===== src/rtl/npu_sigmoid_fifo.sv =====
// Feedback FIFO for sigmoid results routed back to the PE input bus; strobe is delayed to align with sigmoid data.
// Latency: issue-to-stored SIGMOID_LATENCY+1 cycles, push-to-visible 1 cycle, pop-to-next-head 1 cycle.
// Backpressure: none upstream; pushes into a full FIFO are dropped (sticky overflow), pops on empty set sticky underflow.
module npu_sigmoid_fifo #(
    parameter int DATA_W          = 16,
    parameter int DEPTH           = 16,
    parameter int ADDR_W          = 4,
    parameter int SIGMOID_LATENCY = 0
) (
    input  logic              CLK,
    input  logic              npu_rst,
    input  logic [DATA_W-1:0] npu_sigmoid_dout,
    input  logic              npu_sched_sigmoid_input_en,
    input  logic              npu_sched_sigmoid_dest_sel,
    input  logic              npu_sched_sfifo_rd_en,
    output logic [DATA_W-1:0] npu_sfifo_dout,
    output logic              npu_sfifo_empty,
    output logic              npu_sfifo_full,
    output logic [ADDR_W:0]   npu_sfifo_count,
    output logic              npu_sfifo_overflow,
    output logic              npu_sfifo_underflow
);

    logic              push_raw;
    logic              push_req;
    logic              acc_push;
    logic              acc_pop;
    logic [ADDR_W:0]   count_next;
    logic [ADDR_W-1:0] wr_ptr;
    logic [ADDR_W-1:0] rd_ptr;
    logic [DATA_W-1:0] mem [DEPTH];

    assign push_raw = npu_sched_sigmoid_input_en & ~npu_sched_sigmoid_dest_sel;

    // Strobe delay line; clearing it on reset drops in-flight and reset-cycle strobes.
    generate
        if (SIGMOID_LATENCY == 0) begin : g_no_dly
            assign push_req = push_raw;
        end else begin : g_dly
            logic [SIGMOID_LATENCY-1:0] dly;
            always_ff @(posedge CLK) begin
                if (npu_rst) begin
                    dly <= '0;
                end else begin
                    dly <= (dly << 1) | SIGMOID_LATENCY'(push_raw);
                end
            end
            assign push_req = dly[SIGMOID_LATENCY-1];
        end
    endgenerate

    // A full FIFO is never empty, so a pop in the same cycle always frees a slot.
    assign acc_pop    = npu_sched_sfifo_rd_en & ~npu_sfifo_empty;
    assign acc_push   = push_req & (~npu_sfifo_full | npu_sched_sfifo_rd_en);
    assign count_next = npu_sfifo_count + {{ADDR_W{1'b0}}, acc_push} - {{ADDR_W{1'b0}}, acc_pop};

    always_ff @(posedge CLK) begin
        if (npu_rst) begin
            wr_ptr              <= '0;
            rd_ptr              <= '0;
            npu_sfifo_count     <= '0;
            npu_sfifo_empty     <= 1'b1;
            npu_sfifo_full      <= 1'b0;
            npu_sfifo_overflow  <= 1'b0;
            npu_sfifo_underflow <= 1'b0;
        end else begin
            if (acc_push) begin
                wr_ptr <= wr_ptr + 1'b1;
            end
            if (acc_pop) begin
                rd_ptr <= rd_ptr + 1'b1;
            end
            if (push_req && !acc_push) begin
                npu_sfifo_overflow <= 1'b1;
            end
            if (npu_sched_sfifo_rd_en && npu_sfifo_empty) begin
                npu_sfifo_underflow <= 1'b1;
            end
            npu_sfifo_count <= count_next;
            npu_sfifo_empty <= (count_next == '0);
            npu_sfifo_full  <= (count_next == (ADDR_W+1)'(DEPTH));
        end
    end

    always_ff @(posedge CLK) begin
        if (acc_push && !npu_rst) begin
            mem[wr_ptr] <= npu_sigmoid_dout;
        end
    end

    assign npu_sfifo_dout = npu_sfifo_empty ? '0 : mem[rd_ptr];

endmodule


===== config.mk =====
export PLATFORM = sky130hd
export DESIGN_NAME = npu_sigmoid_fifo
export DESIGN_NICKNAME = d
export VERILOG_FILES = /design/src/rtl/npu_sigmoid_fifo.sv
export SDC_FILE = /design/constraint.sdc
export NUM_CORES = 1
export LEC_CHECK = 0
export CAP_MARGIN = 20
export CORE_MARGIN = 1.5
export CORE_UTILIZATION = 45
export CTS_BUF_LIST = sky130_fd_sc_hd__clkbuf_8
export CTS_CLUSTER_SIZE = 16
export DETAILED_ROUTE_END_ITERATION = 8
export GPL_TIMING_DRIVEN = 0
export PLACE_DENSITY = 0.67
export SLEW_MARGIN = 15
export SYNTH_ARGS = -nofsm -noshare
export SYNTH_HDL_FRONTEND = slang
export SYNTH_SLANG_ARGS = --single-unit

===== constraint.sdc =====
create_clock -name CLK -period 8.6 [get_ports CLK]
set_clock_uncertainty 0.15 [all_clocks]
set_input_delay 1.72 -clock CLK [delete_from_list [all_inputs] [get_ports CLK]]
set_output_delay 1.72 -clock CLK [all_outputs]
set_load 0.1 [all_outputs]

======== Word level (Yosys, flattened, before mapping) ========
Memory sizes are Yosys's and may differ from the RTL's. A register that Yosys moved wholly into a read port is not among the register bits.
Cells that the tools add are included.
storage, ports and cells
  input bits .............................. 21
  memories ................................ 1
  RAM bits ................................ 256
  register bits after elaboration ......... 17
operators by class
  equality and inequality tests ........... 1
  add/sub/neg operators ................... 4
  muxes and demuxes ....................... 5
  reduce and logical (&&, ||, !) cells .... 6
  bitwise logic cells ..................... 7
memory list
  memory  words  bits a word  rd ports  clocked after Yosys merged registers in  wr ports  RTL line  source
  mem     16     16           1         1                                        1         31        logic [DATA_W-1:0] mem [DEPTH];
operators with widths
  operator               count
  $mux W16               1
  $add A4 B1 Y4 const B  2
  $mux W4                2
  $add A5 B1 Y5          1
  $eq A5 B5 Y1 const B   1
  $logic_not A5 Y1       1
  $sub A5 B1 Y5          1
  $and A1 B1 Y1          3
  $logic_and A1 B1 Y1    3
  $not A1 Y1             3
  $logic_not A1 Y1       2
  $mux W1                2
  $or A1 B1 Y1           1

======== Longest topological paths before layout ========
Gate-level depths: netlist of the first run.
  depth in word-level cells ............... 6
  gate-level depth with buffers ........... 11
  gate-level depth less buffers ........... 11

======== Worst setup path after synthesis of the first run ========
Ideal clock, no wire load.
  path type ............................... register to output
  start point ............................. register npu_sfifo_empty
  end point ............................... output port npu_sfifo_dout[10]
  arrival ................................. 2.628 ns
  stages on the path, launching flop included .. 4
  data required time ...................... 6.730 ns
  setup slack ............................. 4.102 ns
  path buffers ............................ 1
  path through ............................ dfxtp_1 nand2b_1 clkbuf_1 o21ai_1
between the ends
  longest elaborated chain between the ends .. 1
RTL lines
  element                   RTL line  source
  start: declaration        17        output logic npu_sfifo_empty,
  start signal: assignment  80        npu_sfifo_empty <= (count_next == '0);
  $mux W16                  91        assign npu_sfifo_dout = npu_sfifo_empty ? '0 : mem[rd_ptr];
  end: declaration          16        output logic [DATA_W-1:0] npu_sfifo_dout,
Every way passes these cells.

==> results.md, run 1 <==
* Outcome: complete, no violations
* Switching share of total power at 0.3411
* CTS resizes at 0
* Fill cell count at slightly below 2,000
* P per Cell Area at between 200 and 300 nW/µm²
* Number of warnings printed during yosys synthesis at 0
* Post-synthesis share of cell area spent on xor and xnor gates at 0.007162
* Syn avg cell area at 17.30 µm²
* Post-synthesis net count at 668
* Share of synthesized cell area in full adder, half adder and majority cells at 0.01319
* FFs w/ async S/R, synth at 0
* Instance count of the mapped netlist at 636
* Max_cap viols at 0
* Count of hold buffers inserted by post-cts repair at 0
* CP max stage cell: sky130_fd_sc_hd__clkdlybuf4s50_1
* Area Growth Syn to Fin at 15.66%
* Leakage power at ~4.2 nW
* CTS Root Buffer Type: sky130_fd_sc_hd__clkbuf_8
* Routed vias/inst at between 5 and 6
* Initial antenna violation count at 0
* # IOs at 46
* CTS tree: yes
* Final count of negative-setup-slack endpoints at 0
* Overflow after GRT at 0
* Combinational power share at 0.294
* Via count of the first global-routing pass at ~6,300
* Worst-Margin Slew at around 1200 ps
* Crit. path cell count at 7
* Clock Path Buffers at 3
* Internal power at ~0.0024 W
* Count of antenna-violating nets left after detailed routing at 0
* First-pass GRT wire length at 37,430 µm
* Count of unresolved DRC violations after routing at 0
* Number of distinct library cells after synthesis at just over 40
* Initial cell density of the core at 0.4552
* Hold WC Path Type: reg2reg
* Share of the synthesized area in compound gates (AO/OA/AOI/OAI) at 0.04900
* Critical Path Sink Type: output port
* Count of input and output buffers at 45
* Die Height at roughly 160 µm
* Part of the cycle the worst path needs at 0.6375
* Core footprint at approximately 24,000 µm²
* Die span in x at ~160 µm
* Sequential share of the synthesized area at 0.7367
* Starting DRT DRC Count at 504
* Post-CTS Setup Inserts at 0
* Number of placed instances with taps included at around 1,000
* Critical register-to-register path startpoint: npu_sfifo_empty$_SDFF_PP1_
* Crit-path cells: and2_1, buf_1, clkbuf_1, a22oi_1, nand2_1, o21ai_1, clkdlybuf4s50_1
* TritonCTS Sinks at 277
* Max transition margin at 0.2049
* Pin count of the biggest net entering global routing at 17
* Share of power burned in the clock network at 0.283
* Cell area after synthesis at 11,010 µm²
* Post-layout minimum cycle time at around 5500 ps
* Cell row count at 57
* Peak supply drop at 0.0002710 V
* Worst EP required at roughly 6700 ps
* Count of pins over their slew limit at 0
* Setup repair after global routing missed its margin: false
* Termination of the worst setup path: npu_sfifo_dout[10]
* Share of layout cells above drive strength 1 at 0.1113
* Number of standard cells in the final layout excluding fillers at 1,088
* CP max stage delay at between 1000 and 1500 ps
* Clock transition at the register clock pins on the worst setup and hold paths after CTS at 60 ps
* Largest family of logic cells by synthesized area: multiplexers
* Largest fanout on the critical path at 10
* R2r setup slk at 5700 ps
* CTS H-tree depth at 2
* Routed length per instance at approximately 23 µm
* DR vias at around 6,000
* Seq cells post-synth at between 200 and 300
* Clock buffers created by TritonCTS at 45
* Post-synth top flop: sky130_fd_sc_hd__edfxtp_1
* Final number of hold-violating endpoints at 0
* Critical path arrival at about 3600 ps
* Buf/Inv on CP at 3
* Worst hold path startpoint: npu_sfifo_overflow$_SDFFE_PP0P_
* Post-synth EDFFs at around 260
* Mux share of post-synthesis cell area at 0.1221
* Total global routing track utilization at 0.2025
* Die area at 25,400 µm²
* Seq pwr share at 0.423
* Fmax at about 180 MHz
* Worst R2R End: npu_sfifo_empty$_SDFF_PP1_
* Estimated wirelength of the detail-placed design at 15,580 µm
* Kind of cell adding the most delay to the critical path: buffers and inverters
* Number of nets in the final layout at 764
* Number of diodes added for antenna fixing at 0
* Startpoint type of the worst setup path: flop
* Net Sw Power at around 0.0012 W
* Critical path type: reg2out
* Area fraction in and, or, nand and nor cells after synthesis at 0.04627
* Aggregate routed wire length at 25,290 µm
* Final weighted congestion of routability-driven global placement at about 0.76
* Setup total negative slack at 0 ps
* Clock latency on the worst-skew pair at 540 ps
* Cell depth of the worst flop-to-flop path at 11
* Number of detailed-routing iterations run before antenna repair at 5
[worst register-to-register path, delay by kind of cell (launching register included)]
| family | cells | cell delay (ps) |
|---|---|---|
| adder cells (fa/ha/maj) | 3 | 880 |
| flip-flops | 1 | 390 |
| buffers and inverters | 3 | 370 |
| multiplexers | 1 | 300 |
| XOR/XNOR | 1 | 260 |
| AND/OR/NAND/NOR | 2 | 230 |
| AO/OA/AOI/OAI | 1 | 220 |
[worst min-delay path by stage]
| stage | end | slack (ps) | cells past startpoint |
|---|---|---|---|
| 2_1_floorplan | flop | 330 | 2 |
| 3_3_place_gp | npu_sfifo_underflow$_SDFFE_PP0P_ | 310 | 2 |
| 3_5_place_dp | npu_sfifo_underflow$_SDFFE_PP0P_ | 310 | 2 |
| 4_1_cts | npu_sfifo_overflow$_SDFFE_PP0P_ | 340 | 2 |
| 5_1_grt | npu_sfifo_underflow$_SDFFE_PP0P_ | 370 | 2 |
| 6_report | npu_sfifo_overflow$_SDFFE_PP0P_ | 320 | 2 |
[sequential cells by signal, summed over array words and instances (netlist names), named ones only]
name                 cells
npu_sfifo_overflow       1
npu_sfifo_full           1
npu_sfifo_empty          1
wr_ptr                   4
npu_sfifo_underflow      1
mem                    256
rd_ptr                   4
npu_sfifo_count          5
[through the flow]
step | utilization | worst slack [ps] | total power, W | hold slack [ps] | area, µm²
floorplan | - | 4102 | 0.002338 | 334.7 | 11010
global placement | 0.4906 | 3377 | 0.002588 | 306.9 | 11860
detailed placement | 0.4935 | 3730 | 0.002611 | 310.3 | 11930
CTS | 0.5265 | 3126 | 0.003619 | 337.1 | 12730
global route | 0.5265 | 3016 | 0.003728 | 373.4 | 12730
finish | 0.5265 | 3117 | 0.003601 | 323.9 | 12730
[kinds of logic (layout without fill, tap and decap cells)]
| kind of cell | Yosys count | after routing |
|---|---|---|
| AOI/OAI and AO/OA | 78 | 78 |
| xor gates and xnor gates | 9 | 9 |
| adders and majority gates | 11 | 11 |
| buffers and inverters | 44 | 172 |
| DFF | 277 | 277 |
| muxes | 120 | 120 |
| and+or+nand+nor | 97 | 97 |
[synthesized netlist by cell type, types with 2 or more instances]
cell                       count  area [µm²]
sky130_fd_sc_hd__nor4b_1       2       17.52
sky130_fd_sc_hd__nor2b_1       6       37.54
sky130_fd_sc_hd__buf_6         5       56.30
sky130_fd_sc_hd__o21ai_1      16       80.08
sky130_fd_sc_hd__or4b_1        2       20.02
sky130_fd_sc_hd__xor2_1        5       43.79
sky130_fd_sc_hd__buf_1         2       7.510
sky130_fd_sc_hd__o211ai_1      2       15.01
sky130_fd_sc_hd__mux2i_1     108        1081
sky130_fd_sc_hd__inv_1        13       48.80
sky130_fd_sc_hd__a22oi_1      52       390.4
sky130_fd_sc_hd__edfxtp_1    256        7687
sky130_fd_sc_hd__buf_4         4       30.03
sky130_fd_sc_hd__and2_1       13       81.33
sky130_fd_sc_hd__mux4_2       10       225.2
sky130_fd_sc_hd__a21oi_1       3       15.01
sky130_fd_sc_hd__ha_1         10       125.1
sky130_fd_sc_hd__buf_2         3       15.01
sky130_fd_sc_hd__dfxtp_1      21       420.4
sky130_fd_sc_hd__clkbuf_1     13       48.80
sky130_fd_sc_hd__nand2_1      19       71.32
sky130_fd_sc_hd__buf_12        3       60.06
sky130_fd_sc_hd__nor4bb_1      2       20.02
sky130_fd_sc_hd__nand2b_1     11       68.82
sky130_fd_sc_hd__xnor2_1       4       35.03
sky130_fd_sc_hd__nor2_1       20       75.07
sky130_fd_sc_hd__nand3_1      17       85.08
[per-layer routing]
layer / wire length (µm) / up-vias / GRT usage
li1: - / 2686 / -
met1: 10360 / 2972 / 0.2493
met2: 12560 / 208 / 0.3456
met3: 1679 / 53 / 0.04923
met4: 686 / 0 / 0.07890
met5: 0 / - / 0
[power groups by stage]
stage	sequential [W]	clock, W	combinational [W]
2_1_floorplan	0.00165	0	0.000687
3_3_place_gp	0.00155	0	0.00104
3_5_place_dp	0.00155	0	0.00106
4_1_cts	0.00152	0.00103	0.00106
5_1_grt	0.00153	0.00109	0.00111
6_report	0.00152	0.00102	0.00106
[placed cells by master (no fill, tap or decap), types with 11 or more instances in the layout]
master,count
sky130_fd_sc_hd__mux2i_1,108
sky130_fd_sc_hd__and2_1,13
sky130_fd_sc_hd__o21ai_1,16
sky130_fd_sc_hd__inv_1,34
sky130_fd_sc_hd__edfxtp_1,256
sky130_fd_sc_hd__nand3_1,17
sky130_fd_sc_hd__clkdlybuf4s50_1,45
sky130_fd_sc_hd__nand2b_1,11
sky130_fd_sc_hd__nand2_1,19
sky130_fd_sc_hd__dfxtp_1,21
sky130_fd_sc_hd__clkbuf_8,47
sky130_fd_sc_hd__a22oi_1,52
sky130_fd_sc_hd__nor2_1,16
sky130_fd_sc_hd__clkbuf_1,13
[cell type report]
type / instances / area (µm²) / share of cell area
inverters: 13 / 48.80 / 0.003834
well taps: 324 / 405.4 / 0.03185
multi-input cells: 315 / 2626 / 0.2063
flip-flops and latches: 277 / 8108 / 0.6370
clock buffers: 47 / 646.9 / 0.05082
plain buffers: 31 / 232.7 / 0.01828
repair buffers: 49 / 510.5 / 0.04011
clock inverters: 32 / 150.1 / 0.01180
Note: power is estimated with default switching activity, not from simulation.
==> inputs of run 2 (changes only) <==
==> constraint.sdc (replaced) <==
create_clock -name CLK -period 5.2 [get_ports CLK]
set_clock_uncertainty 0.15 [all_clocks]
set_input_delay 1.04 -clock CLK [delete_from_list [all_inputs] [get_ports CLK]]
set_output_delay 1.04 -clock CLK [all_outputs]
set_load 0.1 [all_outputs]
==> results of run 2 <==
Same layout as run 1 (identical final DEF). Status: complete, no violations.
Main changes from that run: setup slack after placement 3730 ps -> 1010 ps; setup slack after layout 3117 ps -> 397.2 ps; register-to-register setup slack 5700 ps -> 2300 ps; total power 0.003601 W -> 0.005955 W; worst IR drop on VDD 0.0002710 V -> 0.0004482 V
